File: config.mk
export PLATFORM = sky130hd
export DESIGN_NAME = lsu_ctrl
export DESIGN_NICKNAME = d
export VERILOG_FILES = /design/src/rtl/lsu_ctrl.sv
export SDC_FILE = /design/constraint.sdc
export NUM_CORES = 1
export LEC_CHECK = 0
export ABC_CLOCK_PERIOD_IN_PS = 1800
export CAP_MARGIN = 20
export CORE_MARGIN = 8
export CORE_UTILIZATION = 45
export CTS_BUF_LIST = sky130_fd_sc_hd__clkbuf_2 sky130_fd_sc_hd__clkbuf_4 sky130_fd_sc_hd__clkbuf_8
export DETAILED_ROUTE_END_ITERATION = 7
export GPL_TIMING_DRIVEN = 0
export PLACE_DENSITY = 0.86
export SYNTH_ARGS = -nofsm -noshare
export SYNTH_HDL_FRONTEND = slang
export SYNTH_SLANG_ARGS = --single-unit
File: constraint.sdc
create_clock -name i_clk -period 1.8 [get_ports i_clk]
set_input_delay 0.18 -clock i_clk [delete_from_list [all_inputs] [get_ports i_clk]]
set_output_delay 0.18 -clock i_clk [all_outputs]
set_load 0.03 [all_outputs]
File: src/rtl/lsu_ctrl.sv
// lsu_ctrl: single-outstanding RV32I load/store unit controller.
//
// Accepts one load or store from the core, turns it into a single word-aligned
// bus transaction with byte enables and lane-replicated store data, and returns
// sign/zero-extended load data with a one-cycle completion pulse.
//
// Ports
//   i_clk, i_rst_n          clock (rising edge), async active-low reset
//   i_start, i_we           access request, 1=store / 0=load
//   i_funct3, i_addr        RV32I width code, byte address
//   i_wdata                 store data (rs2)
//   o_busy                  core stall
//   o_done, o_fault         completion pulse, access fault (valid with o_done)
//   o_rdata                 extended load data, held between loads
//   o_bus_req/we/addr/wdata/be, i_bus_ack, i_bus_rdata   memory bus
//
// Build option
//   LSU_MISALIGN_CHECK_EN   when defined, misaligned halfword/word accesses
//                           fault without touching the bus.
//
// state | meaning
// ------+---------------------------------------------------------------
// IDLE  | waiting for i_start; access fields captured on acceptance
// REQ   | bus request held stable until i_bus_ack
// DONE  | one-cycle completion pulse (o_done, o_fault), back to IDLE
module lsu_ctrl (
    input  logic        i_clk,
    input  logic        i_rst_n,
    input  logic        i_start,
    input  logic        i_we,
    input  logic [2:0]  i_funct3,
    input  logic [31:0] i_addr,
    input  logic [31:0] i_wdata,
    output logic        o_busy,
    output logic        o_done,
    output logic [31:0] o_rdata,
    output logic        o_fault,
    output logic        o_bus_req,
    output logic        o_bus_we,
    output logic [31:0] o_bus_addr,
    output logic [31:0] o_bus_wdata,
    output logic [3:0]  o_bus_be,
    input  logic        i_bus_ack,
    input  logic [31:0] i_bus_rdata
);

    typedef enum logic [1:0] {IDLE, REQ, DONE} state_t;

    state_t      state_q, state_d;
    logic        we_q;
    logic [2:0]  f3_q;
    logic [31:0] addr_q;
    logic [31:0] wdata_q;
    logic        fault_q;
    logic [31:0] rdata_q;

    logic        f3_ok;
    logic        misalign;
    logic        access_ok;
    logic [7:0]  ld_byte;
    logic [15:0] ld_half;
    logic [31:0] ld_data;

    // Legality of the incoming request, evaluated before capture.
    always_comb begin
        f3_ok = 1'b0;
        if (i_we) begin
            f3_ok = (i_funct3 == 3'b000) || (i_funct3 == 3'b001) || (i_funct3 == 3'b010);
        end else begin
            case (i_funct3)
                3'b000, 3'b001, 3'b010, 3'b100, 3'b101: f3_ok = 1'b1;
                default:                                f3_ok = 1'b0;
            endcase
        end
        misalign = 1'b0;
`ifdef LSU_MISALIGN_CHECK_EN
        // funct3[1:0] encodes width for both loads and stores (01=half, 10=word).
        case (i_funct3[1:0])
            2'b01:   misalign = i_addr[0];
            2'b10:   misalign = |i_addr[1:0];
            default: misalign = 1'b0;
        endcase
`endif
        access_ok = f3_ok & ~misalign;
    end

    always_ff @(posedge i_clk or negedge i_rst_n) begin
        if (!i_rst_n) begin
            state_q <= IDLE;
        end else begin
            state_q <= state_d;
        end
    end

    always_comb begin
        state_d = state_q;
        case (state_q)
            IDLE: begin
                if (i_start) begin
                    state_d = access_ok ? REQ : DONE;
                end
            end
            REQ: begin
                if (i_bus_ack) begin
                    state_d = DONE;
                end
            end
            DONE:    state_d = IDLE;
            default: state_d = IDLE;
        endcase
    end

    always_ff @(posedge i_clk or negedge i_rst_n) begin
        if (!i_rst_n) begin
            we_q    <= 1'b0;
            f3_q    <= 3'b000;
            addr_q  <= 32'h0;
            wdata_q <= 32'h0;
            fault_q <= 1'b0;
        end else if (state_q == IDLE && i_start) begin
            we_q    <= i_we;
            f3_q    <= i_funct3;
            addr_q  <= i_addr;
            wdata_q <= i_wdata;
            fault_q <= ~access_ok;
        end
    end

    // Load lane extraction; halfwords look at addr[1] only so that a
    // misaligned halfword (when allowed) still reads a naturally aligned lane.
    always_comb begin
        case (addr_q[1:0])
            2'b00:   ld_byte = i_bus_rdata[7:0];
            2'b01:   ld_byte = i_bus_rdata[15:8];
            2'b10:   ld_byte = i_bus_rdata[23:16];
            default: ld_byte = i_bus_rdata[31:24];
        endcase
        ld_half = addr_q[1] ? i_bus_rdata[31:16] : i_bus_rdata[15:0];
        case (f3_q)
            3'b000:  ld_data = {{24{ld_byte[7]}}, ld_byte};
            3'b001:  ld_data = {{16{ld_half[15]}}, ld_half};
            3'b100:  ld_data = {24'h0, ld_byte};
            3'b101:  ld_data = {16'h0, ld_half};
            default: ld_data = i_bus_rdata;
        endcase
    end

    always_ff @(posedge i_clk or negedge i_rst_n) begin
        if (!i_rst_n) begin
            rdata_q <= 32'h0;
        end else if (state_q == REQ && i_bus_ack && !we_q) begin
            rdata_q <= ld_data;
        end
    end

    // Store lanes; loads always fetch the full word.
    always_comb begin
        case (f3_q[1:0])
            2'b00: begin
                o_bus_be    = 4'b0001 << addr_q[1:0];
                o_bus_wdata = {4{wdata_q[7:0]}};
            end
            2'b01: begin
                o_bus_be    = addr_q[1] ? 4'b1100 : 4'b0011;
                o_bus_wdata = {2{wdata_q[15:0]}};
            end
            default: begin
                o_bus_be    = 4'b1111;
                o_bus_wdata = wdata_q;
            end
        endcase
        if (!we_q) begin
            o_bus_be = 4'b1111;
        end
    end

    assign o_bus_req  = (state_q == REQ);
    assign o_bus_we   = we_q;
    assign o_bus_addr = {addr_q[31:2], 2'b00};
    assign o_done     = (state_q == DONE);
    assign o_fault    = (state_q == DONE) & fault_q;
    assign o_busy     = (state_q == REQ) | ((state_q == IDLE) & i_start);
    assign o_rdata    = rdata_q;

endmodule
======== Word-level counts from Yosys, hierarchy flattened ========
Index checks and enable logic that the tools add are counted.
storage, ports and cells
  register bits after elaboration ......... 103
  latch bits .............................. 0
  bits in writable memories ............... 0
  bits in read-only memories .............. 0
  input bits .............................. 104
  output and inout bits ................... 105
  logic and storage cells ................. 52
  memories kept ........................... 0
cells by class
  $add $sub $neg .......................... 0
  $mul .................................... 0
  divide/modulo/power cells ............... 0
  $lt $le $gt $ge ......................... 0
  eq/ne operators ......................... 14
  shifts and indexed selects .............. 1
  muxes and demuxes ....................... 13
  bitwise logic cells ..................... 4
  reductions and logical operators ........ 13
operator list
  operator             number
  $pmux 32 s4          1
  $pmux 32 s2          1
  $pmux 8 s3           1
  $mux 16              1
  $eq 3x3->1 const B   4
  $mux 4               2
  $pmux 4 s2           1
  $eq 2x1->1 const B   3
  $eq 3x1->1 const B   2
  $logic_not 2->1      3
  $logic_not 3->1      2
  $mux 2               3
  $reduce_or 5->1      1
  $eq 2x2->1 const B   2
  $pmux 2 s2           1
  $shl 1x2->4 const A  1
  $eq 3x2->1 const B   1
  $logic_and 1x1->1    3
  $and 1x1->1          2
  $logic_or 1x1->1     2
  $mux 1               2
  $ne 2x1->1 const B   1
  $ne 2x2->1 const B   1
  $reduce_and 2->1     1
  3 further kinds      3

======== Longest topological paths before layout ========
Gate-level depths: netlist (run 1).
  depth after elaboration ................. 7
  gate-level depth with buffers ........... 6
  gate-level depth less buffers ........... 5

======== Worst setup path after synthesis (run 1) ========
OpenSTA, ideal clock, no wires.
  path type ............................... register to output
  from .................................... reg f3_q[1]
  to ...................................... out o_bus_wdata[30]
  data arrival time ....................... 1.693 ns
  path slack .............................. -0.073 ns
  stages on the path, launching flop included .. 5
  path buffers ............................ 3
  cells stage by stage .................... dfrtp_1 > buf_2 > buf_1 > clkbuf_1 > o21ai_0
on the way
  longest elaborated chain between the ends .. 2
RTL lines
  what                                           line  source
  start: declaration                             51    logic [2:0] f3_q;
  start signal: assignment                       122   f3_q <= i_funct3;
  $eq 2x1->1 or $logic_not 2->1 (tied branches)  158   case (f3_q[1:0])
  $pmux 32 s2 *                                  158
  end: declaration                               41    output logic [31:0] o_bus_wdata,
Mark *: on every way between the ends. The rest lies on a longest branch, timed or not.

======== Worst setup path in the final report (run 1) ========
  from .................................... reg f3_q[1]
  to ...................................... out o_bus_wdata[8]
Same word-level chain as after synthesis.

==> results of run 1 <==
## what timing repair did
action                                 4_1_cts  5_1_grt
buffers inserted                             3        2
endpoints found under the hold margin       37        0
cloned                                       0        0
setup endpoints to repair                   50      119
pin swaps                                    2        1
hold buffers                                 1        0
resized for setup                          208       38
## final timing paths
path / from / end / slack, ps / cells after the start
worst max-delay path: f3_q[1] / o_bus_wdata[8] / 10 / 5
worst min-delay path: i_wdata[28] / wdata_q[28] / 330 / 3
worst max register to register: addr_q[0] / o_rdata[9] / 110 / 3
worst min register to register: addr_q[4] / addr_q[4] / 480 / 2
max in group asynchronous: i_rst_n / addr_q[0] / 730 / 3
min in group asynchronous: i_rst_n / o_rdata[26] / 340 / 2
## where the power goes
part	internal, uW	switching (uW)	leakage [uW]	total, uW
sequential	3190	618	0.00124	3810
clock	651	781	0.000104	1430
combinational	3160	4180	0.00240	7340
## Yosys cell counts, drive strengths merged
| master | n |
|---|---|
| mux4 | 1 |
| mux2 | 16 |
| nand2b | 1 |
| buf | 48 |
| a2bb2oi | 7 |
| nor3 | 8 |
| o221ai | 1 |
| a31oi | 7 |
| nand3b | 2 |
| nor2 | 35 |
| and3 | 1 |
| o22ai | 2 |
| a211o | 7 |
| conb | 1 |
| mux2i | 16 |
| a32oi | 7 |
| o21ai | 15 |
| a21oi | 44 |
| or2b | 1 |
| nand2 | 226 |
| nor2b | 7 |
| dfrtp | 103 |
| and2 | 3 |
| clkbuf | 30 |
| inv | 2 |
| and4bb | 1 |
## cell families after synthesis
logic type	synth area share (%)
mux	7.109
buf+inv	9.145
other cells	0.07348
compound gates	10.89
simple gates	22.29
flops	50.50
## registers in the layout, summed over array words and instances (netlist names)
name,flops
addr_q,32
o_bus_we,1
o_rdata,32
state_q,2
wdata_q,32
fault_q,1
f3_q,3
## layer usage
layer | GRT usage, % | vias up | share of wire, %
met5 | 0 | - | 0
met2 | 38.78 | 255 | 49
li1 | - | 2334 | -
met4 | 9.368 | 0 | 3.2
met1 | 25.81 | 2397 | 39
met3 | 7.728 | 44 | 9.2
## metrics by stage
step                setup slack (ps)  util (%)  instance area (sq um)  TNS (ps)
detailed placement            -821.1     65.70                   7373    -23010
CTS                           -13.88     67.92                   7622    -51.76
finish                         11.02     68.46                   7684         0
global route                  -59.27     68.46                   7684    -496.3
global placement               -3341     65.47                   7348   -363820
floorplan                     -73.45         -                   5107    -146.9
## area by class of cell
type	instances	area (sq um)
multi-input cells	410	2117
clock inverters	2	13.76
well taps	143	178.9
clock buffers	14	180.2
fillers	909	3540
flip-flops and latches	103	2580
plain buffers	76	518.0
inverters	2	7.507
repair buffers	213	2088
## worst max-delay path, delay by kind of cell (launching register included)
kind	cells	cell delay (ps)
buf+inv	3	430
flops	1	400
mux	1	310
simple gates	1	110
==> flow_metrics.env, run 1 <==
export IMPL_status="finished clean"
export IMPL_final_cells=963
export IMPL_avgSynthCellArea_sq_um=8.621
export IMPL_cp_max_fo=8
export IMPL_die_area_sq_um=15010
export IMPL_cts_sinks=103
export IMPL_slew_headroom_pct=63.92
export IMPL_slowest_delay_ps=400
export IMPL_dp_cells=943
export IMPL_tightest_slew_ps=541.2
export IMPL_syn_area_sq_um=5104
export IMPL_drv_slew=0
export IMPL_gr_total_overflow=0
export IMPL_yosysUniqueCellTypes=31
export IMPL_final_antenna_net_count=0
export IMPL_dp_hpwl_um=13420
export IMPL_hold_viol_final=0
export IMPL_synth_top_area_cell="dfrtp_1"
export IMPL_power_density_nw_per_um2=1638
export IMPL_seq_area_frac_synth_pct=50.50
export IMPL_die_w_um=122.5
export IMPL_ys_top_cells_by_area="dfrtp_1 51%, nand2_1 17%, buf_4 6.0%"
export IMPL_worst_hold_path_type="in2reg"
export IMPL_syn_instance_count=592
export IMPL_cp_end_kind="output pin"
export IMPL_gp_congestion=0.9137
export IMPL_die_h_um=122.5
export IMPL_vias_per_cell=5.223
export IMPL_cts_path_max_buffers=2
export IMPL_cpMaxStageDelayCell="dfrtp_1"
export IMPL_critPathLaunchType="register"
export IMPL_final_common_cell="nand2_1"
export IMPL_drt_total_wl_um=17610
export IMPL_critical_path_class="reg2out"
export IMPL_clk_pin_slew_ps=110
export IMPL_numPortBuffers=206
export IMPL_yosys_register_bits=103
export IMPL_antenna_found_initial=0
export IMPL_drt_iter0_drc=247
export IMPL_rsz0062_at_grt="true"
export IMPL_path_cells="buf_6 > nor2_4 > buf_12 > mux2_4 > buf_6"
export IMPL_dr_total_vias=5030
export IMPL_wl_per_cell_um=18.29
export IMPL_core_area_sq_um=11220
export IMPL_grt_pass1_wl_um=26710
export IMPL_grt_max_degree=67
export IMPL_crit_top_cell="buf_6"
export IMPL_area_growth_pct=50.55
export IMPL_ir_drop_uv=897.6
export IMPL_min_period_over_period_pct=99.39
export IMPL_p_leak_uw=0.003749
export IMPL_ys_warn_count=0
export IMPL_initial_utilization_pct=45.47
export IMPL_cap_violations=0
export IMPL_total_power_uw=12580
export IMPL_diodes=0
export IMPL_clk_latency_ps=360
export IMPL_htreeDepth=3
export IMPL_fmax_ghz=0.5590
export IMPL_mostFrequentLayoutCells="225 x nand2_1, 166 x clkdlybuf4s50_1, 101 x dfrtp_1"
export IMPL_cts_made_buffers=9
export IMPL_period_needed_ps=1789
export IMPL_root_buffer="clkbuf_8"
export IMPL_num_rows=39
export IMPL_drt_first_pass_iters=4
export IMPL_setup_viol=0
export IMPL_grt_usage_pct=22.79
export IMPL_netlist_area_leader_share_pct=50.50
export IMPL_cts_tree="yes"
export IMPL_cp_required_ps=1620
export IMPL_fin_hold_ws_ps=328.5
export IMPL_io_pins=209
export IMPL_drive_above_1_share_pct=17.32
export IMPL_first_global_vias=5208
export IMPL_fin_nets=919
export IMPL_cp_arrival_ps=1610
export IMPL_drc=0
export IMPL_finClkSkew_ps=18.96
Power figures use the tool's default switching activity.
==> run 2: changes to the inputs <==
ABC_CLOCK_PERIOD_IN_PS = 2210   (was 1800)
CORE_UTILIZATION = 48   (was 45)
PLACE_DENSITY = 0.91   (was 0.86)
clock period = 2.21 ns   (was 1.8 ns; I/O delays follow)
==> flow_metrics.env, run 2 (same netlist as run 1, synthesis figures left out) <==
export IMPL_crit_top_cell="buf_4"
export IMPL_p_leak_uw=0.003577
export IMPL_drt_iter0_drc=454
export IMPL_drive_above_1_share_pct=13.45
export IMPL_wl_met3_um=1328
export IMPL_wl_per_cell_um=18.32
export IMPL_mostFrequentLayoutCells="225 x nand2_1, 176 x clkdlybuf4s50_1, 103 x dfrtp_1"
export IMPL_cts_tree="yes"
export IMPL_final_util_pct=73.43
export IMPL_vias_per_cell=5.231
export IMPL_numPortBuffers=206
export IMPL_die_w_um=119.1
export IMPL_drt_first_pass_iters=5
export IMPL_clk_pin_slew_ps=100
export IMPL_grt_pass1_wl_um=28010
export IMPL_tightest_slew_ps=628.7
export IMPL_critPathLaunchType="register"
export IMPL_critical_path_class="reg2out"
export IMPL_fmax_ghz=0.4654
export IMPL_diodes=0
export IMPL_ir_drop_uv=673.4
export IMPL_cp_max_fo=10
export IMPL_dr_wl_met2_um=8761
export IMPL_period_needed_ps=2149
export IMPL_root_buffer="clkbuf_8"
export IMPL_slew_headroom_pct=58.08
export IMPL_finClkSkew_ps=13.60
export IMPL_path_cells="buf_4 > buf_4 > mux2_2 > dlygate4sd2_1"
export IMPL_final_antenna_net_count=0
export IMPL_cts_sinks=103
export IMPL_dp_hpwl_um=13680
export IMPL_routed_top_layer="met4"
export IMPL_area_growth_pct=48.54
export IMPL_rr_worst_depth=3
export IMPL_m1WireLength_um=6732
export IMPL_setup_viol=0
export IMPL_core_area_sq_um=10320
export IMPL_htreeDepth=3
export IMPL_worst_hold_path_type="in2async"
export IMPL_io_pins=209
export IMPL_cp_arrival_ps=1930
export IMPL_rsz0062_at_grt="false"
export IMPL_die_area_sq_um=14190
export IMPL_regToRegSetupSlack_ps=350
export IMPL_cts_made_buffers=9
export IMPL_clk_latency_ps=380
export IMPL_initial_utilization_pct=49.44
export IMPL_cp_required_ps=1990
export IMPL_cpMaxStageDelayCell="dfrtp_1"
export IMPL_drv_slew=0
export IMPL_drc=0
export IMPL_final_common_cell="nand2_1"
export IMPL_min_period_over_period_pct=97.23
export IMPL_hold_viol_final=0
export IMPL_gp_congestion=0.8610
export IMPL_drt_total_wl_um=17480
export IMPL_grt_max_degree=65
export IMPL_cts_path_max_buffers=2
export IMPL_setup_tns_ps=0
export IMPL_power_density_nw_per_um2=1356
export IMPL_die_h_um=119.1
export IMPL_dr_total_vias=4990
export IMPL_status="finished clean"
export IMPL_cap_violations=0
export IMPL_slowest_delay_ps=410
export IMPL_first_global_vias=5344
export IMPL_num_rows=37
export IMPL_gr_total_overflow=0
export IMPL_fin_nets=917
export IMPL_antenna_found_initial=0
export IMPL_grt_usage_pct=24.61
export IMPL_cp_end_kind="output pin"
run 2: layout make-up:
| cell class | count | area [sq um] |
|---|---|---|
| plain buffers | 77 | 469.2 |
| clock buffers | 10 | 137.6 |
| clock inverters | 6 | 107.6 |
| fillers | 749 | 2743 |
| inverters | 2 | 7.507 |
| multi-input cells | 410 | 2073 |
| flip-flops and latches | 103 | 2577 |
| well taps | 136 | 170.2 |
| repair buffers | 210 | 2038 |
run 2: where the power goes:
group,leakage [uW],internal [uW],switching (uW)
combinational,0.00221,2350,3370
sequential,0.00124,2600,516
clock,0.000122,779,665
total,0.00358,5730,4550
run 2: routing by layer:
layer / vias to the layer above / global-route usage, %
met5: - / 0
li1: 2330 / -
met3: 50 / 6.991
met4: 0 / 12.17
met1: 2386 / 27.82
met2: 224 / 41.90
run 2: critical path: cells and delay by family, from the launching register on:
kind | cells | cell delay [ps]
buf+inv | 3 | 770
flops | 1 | 410
mux | 1 | 360
run 2: path summary, 6_finish.rpt:
path                             from              end
max                           f3_q[1]  o_bus_wdata[18]
min                           i_rst_n      wdata_q[10]
max reg2reg                 addr_q[0]      o_rdata[12]
min reg2reg                addr_q[15]       addr_q[15]
max in group asynchronous     i_rst_n       addr_q[17]
min in group i_clk          i_addr[7]        addr_q[7]
run 2: metrics by stage:
step                hold WS [ps]  std cells  total power, uW  instance area [sq um]  setup WS [ps]
global placement           452.4        935             8813                   7340          -2847
CTS                        346.0        953            10360                   7632         0.3046
finish                     355.6        954            10280                   7581          61.32
global route               359.0        954            10800                   7581          1.749
detailed placement         235.5        936             9007                   7365         -448.9
floorplan                 -74.59        593             6529                   5107          295.5
run 2: timing repair:
item | CTS | global route
endpoints found under the setup margin | 29 | 15
hold buffers | 1 | 0
resized for setup | 69 | 30
endpoints found under the hold margin | 39 | 0
pin swaps | 1 | 0
setup buffers | 0 | 2
